===== config.mk =====
export PLATFORM = sky130hd
export DESIGN_NAME = instr_mem_loader
export DESIGN_NICKNAME = d
export VERILOG_FILES = /design/src/rtl/instr_mem_loader.sv
export SDC_FILE = /design/constraint.sdc
export NUM_CORES = 1
export LEC_CHECK = 0
export BUFFER_PORTS_ARGS = -buffer_cell sky130_fd_sc_hd__buf_4
export CAP_MARGIN = 10
export CORE_UTILIZATION = 58
export DETAILED_ROUTE_END_ITERATION = 10
export PLACE_DENSITY = 0.9
export SLEW_MARGIN = 30
export SYNTH_ARGS = -nofsm -noshare
export SYNTH_HDL_FRONTEND = slang
export SYNTH_SLANG_ARGS = --single-unit

===== constraint.sdc =====
create_clock -name clk -period 2.8 [get_ports clk]
set_clock_uncertainty 0.1 [all_clocks]
set_input_delay 0.14 -clock clk [delete_from_list [all_inputs] [get_ports clk]]
set_output_delay 0.14 -clock clk [all_outputs]
set_load 0.03 [all_outputs]

===== src/rtl/instr_mem_loader.sv =====
// Boot-time instruction memory loader: takes a framed byte stream (24-bit word count,
// MSB-first words, XOR checksum), writes words from address 0, holds the CPU until verified.
module instr_mem_loader #(
  parameter int ADDR_W         = 22,
  parameter int TIMEOUT_CYCLES = 1000000
) (
  input  logic              clk,
  input  logic              rst_n,
  input  logic              start,
  input  logic              rx_valid,
  input  logic [7:0]        rx_data,
  output logic              rx_ready,
  output logic              imem_we,
  output logic [ADDR_W-1:0] imem_addr,
  output logic [31:0]       imem_wdata,
  output logic              cpu_hold,
  output logic              done,
  output logic [1:0]        err,
  output logic [ADDR_W-1:0] words_loaded
);

  localparam int TW = (TIMEOUT_CYCLES > 1) ? $clog2(TIMEOUT_CYCLES) : 1;
  localparam logic [1:0] ERR_NONE = 2'b00, ERR_CSUM = 2'b01, ERR_TMO = 2'b10;

  typedef enum logic [2:0] {IDLE, HDR, DATA, WRITE, CSUM, DONE, ERR} state_t;

  state_t            state_q, state_d;
  logic [ADDR_W-1:0] n_q, n_d, words_q, words_d, addr_q, addr_d;
  logic [31:0]       word_q, word_d, wdata_q, wdata_d;
  logic [7:0]        csum_q, csum_d;
  logic [1:0]        bcnt_q, bcnt_d, err_q, err_d;
  logic [TW-1:0]     to_q, to_d;
  logic              hold_q, hold_d, done_q, done_d;
  logic              active, accept;

  assign active       = (state_q == HDR) || (state_q == DATA) || (state_q == CSUM);
  assign accept       = active && rx_valid;
  assign rx_ready     = active;
  assign imem_we      = (state_q == WRITE);
  assign imem_addr    = addr_q;
  assign imem_wdata   = wdata_q;
  assign cpu_hold     = hold_q;
  assign done         = done_q;
  assign err          = err_q;
  assign words_loaded = words_q;

  always_comb begin
    state_d = state_q;
    n_d     = n_q;
    words_d = words_q;
    addr_d  = addr_q;
    word_d  = word_q;
    wdata_d = wdata_q;
    csum_d  = csum_q;
    bcnt_d  = bcnt_q;
    err_d   = err_q;
    to_d    = to_q;
    hold_d  = hold_q;
    done_d  = done_q;
    case (state_q)
      IDLE, DONE, ERR: begin
        if (start) begin
          state_d = HDR;
          n_d     = '0;
          words_d = '0;
          csum_d  = '0;
          bcnt_d  = '0;
          to_d    = '0;
          err_d   = ERR_NONE;
          done_d  = 1'b0;
          hold_d  = 1'b1;
        end
      end
      HDR: begin
        if (accept) begin
          // Shifting into an ADDR_W register keeps only the low bits of the 24-bit count.
          n_d    = {n_q[ADDR_W-9:0], rx_data};
          bcnt_d = bcnt_q + 2'd1;
          if (bcnt_q == 2'd2) begin
            bcnt_d  = '0;
            state_d = (n_d != '0) ? DATA : CSUM;
          end
        end
      end
      DATA: begin
        if (accept) begin
          word_d = {word_q[23:0], rx_data};
          csum_d = csum_q ^ rx_data;
          bcnt_d = bcnt_q + 2'd1;
          if (bcnt_q == 2'd3) begin
            state_d = WRITE;
            addr_d  = words_q;
            wdata_d = word_d;
          end
        end
      end
      WRITE: begin
        words_d = words_q + ADDR_W'(1);
        state_d = (words_d == n_q) ? CSUM : DATA;
      end
      CSUM: begin
        if (accept) begin
          if (rx_data == csum_q) begin
            state_d = DONE;
            done_d  = 1'b1;
            hold_d  = 1'b0;
          end else begin
            state_d = ERR;
            err_d   = ERR_CSUM;
          end
        end
      end
      default: state_d = IDLE;
    endcase
    // Idle-gap watchdog; any accepted byte restarts the window.
    if (accept) begin
      to_d = '0;
    end else if (active) begin
      if (to_q == TW'(TIMEOUT_CYCLES - 1)) begin
        state_d = ERR;
        err_d   = ERR_TMO;
        hold_d  = 1'b1;
        to_d    = '0;
      end else begin
        to_d = to_q + TW'(1);
      end
    end
  end

  always_ff @(posedge clk or negedge rst_n) begin
    if (!rst_n) begin
      state_q <= IDLE;
      n_q     <= '0;
      words_q <= '0;
      addr_q  <= '0;
      word_q  <= '0;
      wdata_q <= '0;
      csum_q  <= '0;
      bcnt_q  <= '0;
      err_q   <= ERR_NONE;
      to_q    <= '0;
      hold_q  <= 1'b0;
      done_q  <= 1'b0;
    end else begin
      state_q <= state_d;
      n_q     <= n_d;
      words_q <= words_d;
      addr_q  <= addr_d;
      word_q  <= word_d;
      wdata_q <= wdata_d;
      csum_q  <= csum_d;
      bcnt_q  <= bcnt_d;
      err_q   <= err_d;
      to_q    <= to_d;
      hold_q  <= hold_d;
      done_q  <= done_d;
    end
  end

endmodule


# == Word-level counts from Yosys, hierarchy flattened ==
# Cells that the tools add are included.
# totals
word_cells,101
regBits,159
# classes
n_bitwise,1
n_mux,48
n_eq_ne,16
add_sub_neg,3
n_reduce_logical,21
# op_table
op,count
$mux 20,5
$pmux 22 s2,2
$mux 22,2
$mux 3,11
$add 22x1->22 const B,1
$eq 22x22->1,1
$mux 2,11
$reduce_bool 22->1,1
$add 20x1->20 const B,1
$eq 20x20->1 const B,1
$mux 8,2
$pmux 8 s2,1
$pmux 3 s5,1
$eq 3x3->1 const B,3
$mux 1,9
$reduce_and 3->1,3
$reduce_bool 3->1,3
$eq 8x8->1,1
$ne 2x2->1 const B,4
$reduce_and 4->1,2
$reduce_bool 2->1,4
$xor 8x8->8,1
$eq 3x2->1 const B,2
$pmux 2 s3,1
11 further kinds,16

# == Depth between registers and ports, before layout ==
# Gate-level depths: netlist of the first run.
# depth
depth_word,9
depth_mapped,9

# == Worst setup path before layout of the first run ==
# Ideal clock, no wire load.
# synth_timing
path_kind,register -> register
startpoint,"reg words_q[5], in the netlist words_loaded[5]"
endpoint,reg state_q[1]
setup_time_ns,0.121
t_required_ns,2.579
synth_period_minus_slack_ns,2.500
path_stages_with_launch,10
arrival_time_ns,2.279
path_slack_ns,0.300
n_path_buf,2
cell_sequence,dfrtp_1 clkbuf_8 nand4_4 nor4_4 and3_1 buf_6 xnor2_1 a2111oi_2 nand4_1 a22o_1
# synth_between
elab_chain_cells,7
# synth_lines
element,line_no,source
"start, declared",28,"logic [ADDR_W-1:0] n_q, n_d, words_q, words_d, addr_q, addr_d;"
"start signal, assigned",147,words_q <= words_d;
$add 22x1->22 *,98,words_d = words_q + ADDR_W'(1);
$eq 22x22->1 *,99,state_d = (words_d == n_q) ? CSUM : DATA;
$mux 3 *,99,
$pmux 3 s5 *,60,case (state_q)
$mux 3,119,if (to_q == TW'(TIMEOUT_CYCLES - 1)) begin
$mux 3,118,end else if (active) begin
$mux 3 *,116,if (accept) begin
via state_d[1],27,"state_t state_q, state_d;"
"end signal, assigned",145,state_q <= state_d;
"end, declared",27,
# Mark *: on every way through the listed nets, which the timed path passes. The rest lies on a longest branch.
# A chain may end at the register's enable or synchronous reset.

# == Worst setup path after layout of the first run ==
# layout_timing
startpoint,"reg words_q[13], in the netlist words_loaded[13]"
endpoint,reg state_q[1]
# Same word-level chain as after synthesis.

==> results of run 1 <==
-- cell usage after synthesis, types with 8 or more instances --
cell	number	area share
nand2_1	169	0.081
dfrtp_1	159	0.51
o21ai_0	87	0.056
nor2_1	59	0.028
mux2_2	53	0.076
xnor2_1	30	0.034
clkbuf_1	27	0.013
nand3_1	22	0.014
xor2_1	18	0.020
nand4_1	15	0.012
a21oi_1	14	0.0089
o31ai_1	12	0.011
inv_1	10	0.0048
and2_1	9	0.0072
and3_1	8	0.0064
nor4_1	8	0.0064
-- stage by stage --
| stage | util | hold WS [ns] |
|---|---|---|
| after detailed placement | 0.6641 | 0.1106 |
| after CTS | 0.7173 | 0.2281 |
| after floorplan | - | -0.2556 |
| after global routing | 0.7176 | 0.2695 |
| final | 0.7176 | 0.2132 |
| after global placement | 0.6641 | 0.1047 |
-- registers in the layout (all words and copies together), names as in the netlist, 3 cells and up --
name and count:
imem_addr 22, word_q 24, words_loaded 22, csum_q 8, imem_wdata 32, to_q 20
n_q 22, state_q 3
-- cells in the final DEF, fill, tap and decap left out, types with 11 or more instances in the layout --
cell type	instances
nand2_1	168
nor2_1	59
o31ai_1	12
xnor2_1	30
mux2_2	53
a21oi_1	13
clkbuf_16	17
dlygate4sd3_1	11
nand3_1	22
nand4_1	15
buf_4	122
o21ai_0	87
xor2_1	18
dfrtp_1	157
-- path summary, 6_finish.rpt --
kind | cells past startpoint | endpoint | slack [ns] | startpoint
max in group asynchronous | 3 | to_q[0]$_DFFE_PN0P_ | 1.61 | rst_n
worst min-delay path | 2 | imem_addr[5]$_DFFE_PN0P_ | 0.21 | rst_n
worst min register to register | 2 | word_q[16]$_DFFE_PN0P_ | 0.39 | word_q[16]$_DFFE_PN0P_
min in group clk | 2 | word_q[16]$_DFFE_PN0P_ | 0.39 | word_q[16]$_DFFE_PN0P_
worst max register to register | 6 | state_q[1]$_DFF_PN0_ | 0.17 | words_loaded[13]$_DFFE_PN0P_
worst max-delay path | 6 | state_q[1]$_DFF_PN0_ | 0.17 | words_loaded[13]$_DFFE_PN0P_
-- cell families (layout without fill, tap and decap cells) --
family	Yosys count	count (layout)	synth area share
AOI/OAI and AO/OA	151	151	0.1163
muxes	57	57	0.08122
and+or+nand+nor	325	325	0.1929
adders and majority gates	7	7	0.01117
DFF	159	159	0.5074
xor gates and xnor gates	48	48	0.05361
buffers and inverters	56	177	0.03734
-- timing repair --
| item | 4_1_cts | 5_1_grt |
|---|---|---|
| resized for setup | 0 | 3 |
| endpoints found under the setup margin | 0 | 2 |
| hold endpoints to repair | 107 | 0 |
| hold buffers | 11 | 0 |
-- per-layer routing --
| metal | share of wire | vias to the layer above | routed length (um) | global-route usage |
|---|---|---|---|---|
| li1 | - | 3018 | - | - |
| met1 | 0.40 | 3210 | 7784 | 0.3628 |
| met2 | 0.51 | 325 | 10070 | 0.5037 |
| met3 | 0.069 | 50 | 1351 | 0.06853 |
| met4 | 0.025 | 0 | 499 | 0.1378 |
| met5 | 0 | - | 0 | 0 |
-- critical path: stages (launching register included) --
cell	delay, ns
dfrtp_1	0.54
nand4_1	0.22
or4_4	0.62
a221o_1	0.33
nor4_1	0.25
nand4_1	0.21
a22o_1	0.23
-- final cells by class --
| class | instances | area share |
|---|---|---|
| inverter | 10 | 0.003966 |
| clock inverter | 13 | 0.01573 |
| clock buffer | 19 | 0.04679 |
| tap | 176 | 0.02327 |
| timing repair buffer | 135 | 0.1117 |
| sequential | 159 | 0.4206 |
| multi-input combinational | 588 | 0.3779 |
-- power groups by stage --
stage	Sequential, mW	Combinational [mW]	Clock (mW)
after floorplan	3.62	1.72	0
after global placement	3.32	2.97	0
after detailed placement	3.35	3.06	0
after CTS	3.33	3.14	2.32
after global routing	3.40	3.43	2.43
final	3.36	3.17	2.30
==> run metrics, run 1 <==
drt total wl=19700 um; multi-input logic area=0.003577 sq mm; Die Ht=118.3 um; largest net degree at the start of global routing=79; critical path arrival=2.84 ns; post-DP HPWL=12960 um; fin. max-slew vios=0; Post-Syn Instances=803; DRT Pass-1 Iters=5; TritonCTS Buffers=17; die area=0.01399 sq mm; io pins=94; PwrDens=933.0 mW/mm^2; Final setup viols=0; vias after detailed routing=6603; Clock power frac=0.261; DP Area=0.008760 sq mm; design area=0.009465 sq mm; routability-driven placement congestion ratio=0.9356; final worst path period share=0.9382; Fin. Hold Viols=0; # clock sinks=159; Netlist Area Pre-Place=0.007841 sq mm; drt wl/cell=17.91 um; Initial Utilization=0.5945; Reg power frac=0.380; initial antenna violation count=0; clock-pin slew on the worst setup and hold paths=0.06 ns; initial DRC count=673; Post-CTS Setup Inserts=0; Mean Syn Cell Area=9.765 sq um; Worst-Skew Late Latency=0.43 ns; status=completed; filler instances=868; register area share after synthesis=0.5074; Comb pwr share=0.359; RSZ-0062 raised after global routing=false; critical-path maximum fanout=9; share of cells above drive strength 1=0.2468; Sw Ratio=0.3981; critical path class=reg2reg; Setup WS pre-CTS=0.1436 ns; GRT Util Overall=0.2981; remaining antenna violation count=0; Cell Rows=42; f_max=0.3807 GHz; vias in the first global route=6718; number of flops mapped to enable cells by yosys=0; Area Growth Syn to Fin=20.71%; cell internal pwr=5.315 mW; VDD IR max=0.7099 mV; Min-Delay Path Class=in2async; slew at the pin closest to its max-slew limit=0.8778 ns; leak pwr=4.522 nW; FFs w/ async S/R, synth=1.000; global-route wire length before repair=32870 um; CTS tree=done; Post-Layout Cell Count=1100; residual DRC count=0; Antenna diodes=0; ys flop type=dfrtp_1; Switching Power=3.516 mW; Syn. warnings=0; Syn Nets=822; flops & latches, synth=159; gr ovfl total=0; Final min period=2.627 ns; final-stage net count=930; distinct cell type count after synthesis=65; I/O Buffers=93; Fin Setup TNS=0 ns; Chip Width=118.3 um; Register Area=0.003981 sq mm; Critical Path Sink Type=flip-flop; final worst slack=0.1730 ns; via-per-instance ratio=6.003; Critical Path Source Type=flip-flop; core area=0.01319 sq mm; worst rel slew slack=0.4134; Clock Tree Buf Depth=2; H-tree level count=4; clock root cell=clkbuf_16; placed instance count=1057; Worst EP required=3.01 ns; Max-cap violations=0; Final Power=8.831 mW
(Power assumes the default switching activity.)
==> inputs of run 2 (changes only) <==
CORE_UTILIZATION = 61   (was 58)
CTS_BUF_LIST = sky130_fd_sc_hd__clkbuf_4 sky130_fd_sc_hd__clkbuf_8   (was default)
PLACE_DENSITY = 0.93   (was 0.9)
==> run metrics, run 2 (synthesis gave the netlist of run 1 again) <==
I/O Buffers=93 (unchanged); VDD IR max=0.7179 mV (+1.1%); GRT Util Overall=0.3188 (+0.02069); gr ovfl total=0 (unchanged); Initial Utilization=0.6239 (+0.02941); Clock Tree Buf Depth=2 (unchanged); drt total wl=19990 um (+1.5%); critical path class=reg2reg; routability-driven placement congestion ratio=0.9548 (+2.1%); clock root cell=clkbuf_8; Cell Rows=41 (-2.4%); Register Area=0.003981 sq mm (unchanged); remaining antenna violation count=0 (unchanged); # clock sinks=159 (unchanged); fin. max-slew vios=0 (unchanged); Chip Width=115.4 um (-2.5%); final-stage net count=929 (-0.11%); H-tree level count=4 (unchanged); initial DRC count=742 (+10%); Final min period=2.560 ns (-0.06673 ns); vias after detailed routing=6748 (+2.2%); Fin Setup TNS=0 ns (unchanged); critical-path maximum fanout=8 (-1); critical path arrival=2.82 ns (-0.02 ns); residual DRC count=0 (unchanged); Final setup viols=0 (unchanged); CTS tree=done; largest net degree at the start of global routing=71 (-10%); final worst path period share=0.9144 (-0.02383); via-per-instance ratio=6.163 (+2.7%); multi-input logic area=0.003576 sq mm (about the same); Worst EP required=3.06 ns (+0.05 ns); Cell Chain, Critical Path=nand4_4, nor4_4, and3_1, nor3b_1, a2111oi_0, nand4_1, a22o_1; clock-pin slew on the worst setup and hold paths=0.09 ns (+0.03 ns); PwrDens=904.8 mW/mm^2 (-3.0%); max reg flops=32 (unchanged); drt wl/cell=18.26 um (+1.9%); Area Growth Syn to Fin=18.81%; initial antenna violation count=0 (unchanged); die area=0.01331 sq mm (-4.8%); Worst-Skew Late Latency=0.47 ns (+0.04 ns); status=completed; Bufs and invs on worst path=0 (unchanged); leak pwr=4.457 nW (-1.4%); global-route wire length before repair=32270 um (-1.8%); Die Ht=115.4 um (-2.5%); Critical Path Source Type=flip-flop; TritonCTS Buffers=17 (unchanged); Critical Path Sink Type=flip-flop; worst reg2reg setup slack=0.24 ns (+0.07 ns); f_max=0.3906 GHz (+2.6%); vias in the first global route=6462 (-3.8%); filler instances=820 (-5.5%); Antenna diodes=0 (unchanged); worst rel slew slack=0.4013 (-0.01208); Max-cap violations=0 (unchanged); critical path's largest stage delay=0.52 ns (-0.10 ns); Top Family by Delay on Critical Path=simple AND/OR/NAND/NOR gates; io pins=94 (unchanged); commonest non-fill, non-tap cell in the layout=nand2_1; Critical-path top delay cell=dfrtp_1; share of cells above drive strength 1=0.2470 (+0.0002673); Hold Slack=0.1452 ns (-0.06791 ns); DRT Pass-1 Iters=6 (+1); post-DP HPWL=13080 um (+0.91%); most frequent cells in the layout=168 x nand2_1, 157 x dfrtp_1, 120 x buf_4, 87 x o21ai_0, 59 x nor2_1; RSZ-0062 raised after global routing=false; slew at the pin closest to its max-slew limit=0.8959 ns (+0.01808 ns); Fin. Hold Viols=0 (unchanged); Min-Delay Path Class=in2async; core area=0.01257 sq mm (-4.7%)
-- run 2: what timing repair did --
action	CTS	global route
hold buffers	11	0
endpoints found under the hold margin	101	0
setup buffers	0	0
endpoints found under the setup margin	0	2
resized for setup	0	2
-- run 2: final timing paths --
kind,from,cells after the start,to
max,words_loaded[8]$_DFFE_PN0P_,7,state_q[1]$_DFF_PN0_
min in group clk,word_q[22]$_DFFE_PN0P_,2,word_q[22]$_DFFE_PN0P_
max in group asynchronous,rst_n,3,word_q[18]$_DFFE_PN0P_
min reg2reg,word_q[22]$_DFFE_PN0P_,2,word_q[22]$_DFFE_PN0P_
max reg2reg,words_loaded[8]$_DFFE_PN0P_,7,state_q[1]$_DFF_PN0_
min,rst_n,2,imem_addr[5]$_DFFE_PN0P_
-- run 2: report_power, final --
part | total [mW] | leakage, nW | internal [mW] | switching [mW]
Clock | 1.87 | 0.228 | 0.942 | 0.929
Combinational | 3.23 | 2.08 | 1.21 | 2.02
Sequential | 3.33 | 2.14 | 2.82 | 0.507
Total | 8.43 | 4.46 | 4.97 | 3.46
-- run 2: worst register-to-register path: stages, from the launching register on --
cell       delay (ns)
dfrtp_1          0.52
nand4_4          0.19
nor4_4           0.42
and3_1           0.32
nor3b_1          0.07
a2111oi_0        0.39
nand4_1          0.22
a22o_1           0.22
-- run 2: stage by stage --
step / instance area, sq um / std cells / power (mW) / setup WS, ns / utilization
5_1_grt: 9316 / 1095 / 8.836 / 0.02840 / 0.7413
2_1_floorplan: 7841 / 803 / 5.338 / 0.2999 / -
6_report: 9316 / 1095 / 8.429 / 0.2397 / 0.7413
3_3_place_gp: 8760 / 1052 / 6.304 / 0.2909 / 0.6970
4_1_cts: 9314 / 1095 / 8.358 / 0.2027 / 0.7411
3_5_place_dp: 8760 / 1052 / 6.441 / 0.2196 / 0.6970
-- run 2: area by class of cell --
| type | count | area share |
|---|---|---|
| Timing Repair Buffer | 134 | 0.1140 |
| Clock buffer | 18 | 0.02659 |
| Tap cell | 172 | 0.02310 |
| Clock inverter | 14 | 0.02109 |
| Multi-Input combinational cell | 588 | 0.3838 |
| Inverter | 10 | 0.004029 |
| Sequential cell | 159 | 0.4273 |
-- run 2: metal layers --
metal  global-route usage  share of wire
met1               0.3946           0.39
met2               0.5477           0.51
met3              0.05693          0.072
met4               0.1420          0.033
met5                    0              0
==> inputs of run 3 (changes only) <==
ABC_AREA = 1   (was default)
CORE_UTILIZATION = 60   (was 61)
PLACE_DENSITY = 0.92   (was 0.93)
==> run metrics, run 3 <==
distinct cell type count after synthesis=39 (-40%); Final setup viols=0 (unchanged); Worst-Skew Late Latency=0.47 ns (about the same); core area=0.01262 sq mm (+0.41%); f_max=0.4344 GHz (+11%); Final Power=9.829 mW (+17%); quantity of gates resized following cts=0 (unchanged); critical-path maximum fanout=6 (-2); drt wl/cell=15.53 um (-15%); # clock sinks=159 (unchanged); final worst slack=0.4979 ns (+0.2582 ns); Chip Width=115.7 um (+0.31%); cell internal pwr=5.350 mW (+7.6%); leak pwr=4.499 nW (+0.95%); Reg power frac=0.373 (-0.022); RSZ-0062 raised after global routing=false; Register Area=0.003979 sq mm (about the same); DRT Pass-1 Iters=7 (+1); Area Growth Syn to Fin=18.89% (about the same); Fin Setup TNS=0 ns (unchanged); Netlist Area Pre-Place=0.007761 sq mm (-1.0%); Post-CTS Setup Inserts=0 (unchanged); H-tree level count=4 (unchanged); placed instance count=1209 (+15%); most frequent cells in the layout=227 x nand2_1, 159 x dfrtp_1, 124 x o21ai_0, 123 x inv_1, 103 x nand3_1; I/O Buffers=93 (unchanged); Setup WS pre-CTS=0.5271 ns (+0.3076 ns); via-per-instance ratio=5.642 (-8.4%); TritonCTS Buffers=17 (unchanged); Synth area leaders=dfrtp_1 51%, nand2_1 11%, o21ai_0 8.0%, nand3_1 6.6%, inv_1 5.9%; Post-Syn Instances=961 (+20%); multi-input logic area=0.003211 sq mm (-10%); die area=0.01339 sq mm (+0.63%); count leader, synth=nand2_1; vias in the first global route=6704 (+3.7%); initial DRC count=656 (-12%); PwrDens=1065 mW/mm^2 (+18%); Critical Path Sink Type=flip-flop; Clock Tree Buf Depth=2 (unchanged); Switching Power=4.480 mW (+30%); commonest cells in the netlist=228 x nand2_1, 159 x dfrtp_1, 124 x o21ai_0; final-stage net count=1087 (+17%); remaining antenna violation count=0 (unchanged); drt total wl=19460 um (-2.7%); worst rel slew slack=0.4873 (+0.08598); Syn Nets=980 (+19%); ys flop type=dfrtp_1; Clock power frac=0.179 (-0.043); io pins=94 (unchanged); Die Ht=115.7 um (+0.31%); global-route wire length before repair=32700 um (+1.3%); residual DRC count=0 (unchanged); VDD IR max=0.6702 mV (-6.6%); Worst EP required=3.07 ns (about the same); Critical Path Source Type=flip-flop; Fin. Hold Viols=0 (unchanged); final worst path period share=0.8222 (-0.09221); CTS tree=done; gr ovfl total=0 (unchanged); Comb pwr share=0.448 (+0.065); Max-cap violations=0 (unchanged); flops & latches, synth=159 (unchanged); register area share after synthesis=0.5127 (+0.005235); critical path class=reg2reg; Hold Slack=0.1886 ns (+0.04335 ns); Final min period=2.302 ns (-0.2582 ns); GRT Util Overall=0.3209 (+0.002127); post-DP HPWL=13690 um (+4.7%); Sw Ratio=0.4557 (+0.04568); Antenna diodes=0 (unchanged); commonest non-fill, non-tap cell in the layout=nand2_1; max reg flops=32 (unchanged); post-synth top area cell=dfrtp_1; filler instances=975 (+19%); initial antenna violation count=0 (unchanged); critical path arrival=2.57 ns (-0.25 ns); Yosys top cell area share=0.5127 (+0.005235); Cell Rows=41 (unchanged); slew at the pin closest to its max-slew limit=0.7691 ns (-0.1268 ns); number of flops mapped to enable cells by yosys=0 (unchanged); vias after detailed routing=7070 (+4.8%); status=completed; clock root cell=clkbuf_8; largest net degree at the start of global routing=83 (+17%); fin. max-slew vios=0 (unchanged); routability-driven placement congestion ratio=0.9557 (about the same); Initial Utilization=0.6150 (-0.008882); Syn. warnings=0 (unchanged); clock-pin slew on the worst setup and hold paths=0.09 ns (about the same); Min-Delay Path Class=in2async; FFs w/ async S/R, synth=1.000 (unchanged); share of cells above drive strength 1=0.1554 (-0.09161); Post-Layout Cell Count=1253 (+14%); Mean Syn Cell Area=8.076 sq um (-17%)
run 3: cell types whose count changed in the layout (fill, tap and decap cells not counted), sizes merged, moves of 10 or more:
cell,change
buf,-19
mux2,-51
o31ai,-10
o21ai,+41
nand2,+67
nor2,+16
nand3,+81
xnor2,-28
inv,+115
run 3: cell families (layout without fill, tap and decap cells):
group                      after synthesis  in the layout  share of synthesized area
and+or+nand+nor                        451            451                     0.2604
adders and majority gates                7              7                    0.01128
muxes                                    2              2                   0.002902
AOI/OAI and AO/OA                      173            173                     0.1190
DFF                                    159            159                     0.5127
buffers and inverters                  154            274                    0.07513
xor gates and xnor gates                15             15                    0.01870
run 3: worst paths after layout:
path | from | slack, ns | to | cells after the start
hold / removal | rst_n | 0.19 | word_q[22]$_DFFE_PN0P_ | 2
setup / recovery | words_loaded[1]$_DFFE_PN0P_ | 0.50 | state_q[1]$_DFF_PN0_ | 16
max in group asynchronous | rst_n | 1.74 | imem_addr[21]$_DFFE_PN0P_ | 3
hold reg to reg | imem_addr[3]$_DFFE_PN0P_ | 0.39 | imem_addr[3]$_DFFE_PN0P_ | 2
min in group clk | rx_data[5] | 0.39 | word_q[5]$_DFFE_PN0P_ | 4
setup reg to reg | words_loaded[1]$_DFFE_PN0P_ | 0.50 | state_q[1]$_DFF_PN0_ | 16
run 3: cell type report:
cell class                      count  share of cell area
Sequential cell                   159              0.4312
Multi-Input combinational cell    648              0.3479
Timing Repair Buffer              116              0.1021
Inverter                          126             0.05125
Clock buffer                       20             0.02847
Tap cell                          172             0.02332
Clock inverter                     12             0.01573
run 3: critical path, stage by stage (launching register included):
cell	delay [ns]
dfrtp_1	0.47
ha_1	0.21
inv_1	0.05
nor2_2	0.18
nand2_2	0.11
nor2_2	0.20
nand3_1	0.11
nand3_1	0.10
nand2_1	0.05
nor2_1	0.14
nand2_1	0.10
nor2_1	0.12
nand2_1	0.07
nand2_1	0.05
nand2_1	0.04
nand2_1	0.05
nand2_1	0.04
run 3: power groups by stage:
stage | Combinational (mW) | Sequential, mW | Clock, mW
floorplan | 1.98 | 4.43 | 0
global placement | 4.20 | 3.64 | 0
detailed placement | 4.33 | 3.68 | 0
CTS | 4.39 | 3.65 | 1.78
global route | 4.85 | 3.75 | 1.88
finish | 4.41 | 3.66 | 1.76
run 3: what timing repair did:
action / 4_1_cts / 5_1_grt
endpoints found under the hold margin: 118 / 0
hold buffers: 12 / 0
endpoints found under the setup margin: 0 / 0
run 3: metal layers:
| layer | GRT usage | wire, um |
|---|---|---|
| met1 | 0.4424 | 8428 |
| met2 | 0.5058 | 9258 |
| met3 | 0.06224 | 1309 |
| met4 | 0.1265 | 459 |
| met5 | 0 | 0 |
run 3: per-stage QoR:
stage                     cell area [sq um]    util
after floorplan                        7761       -
after global placement                 8700  0.6894
after detailed placement               8700  0.6894
after CTS                              9228  0.7312
after global routing                   9228  0.7312
final                                  9228  0.7312
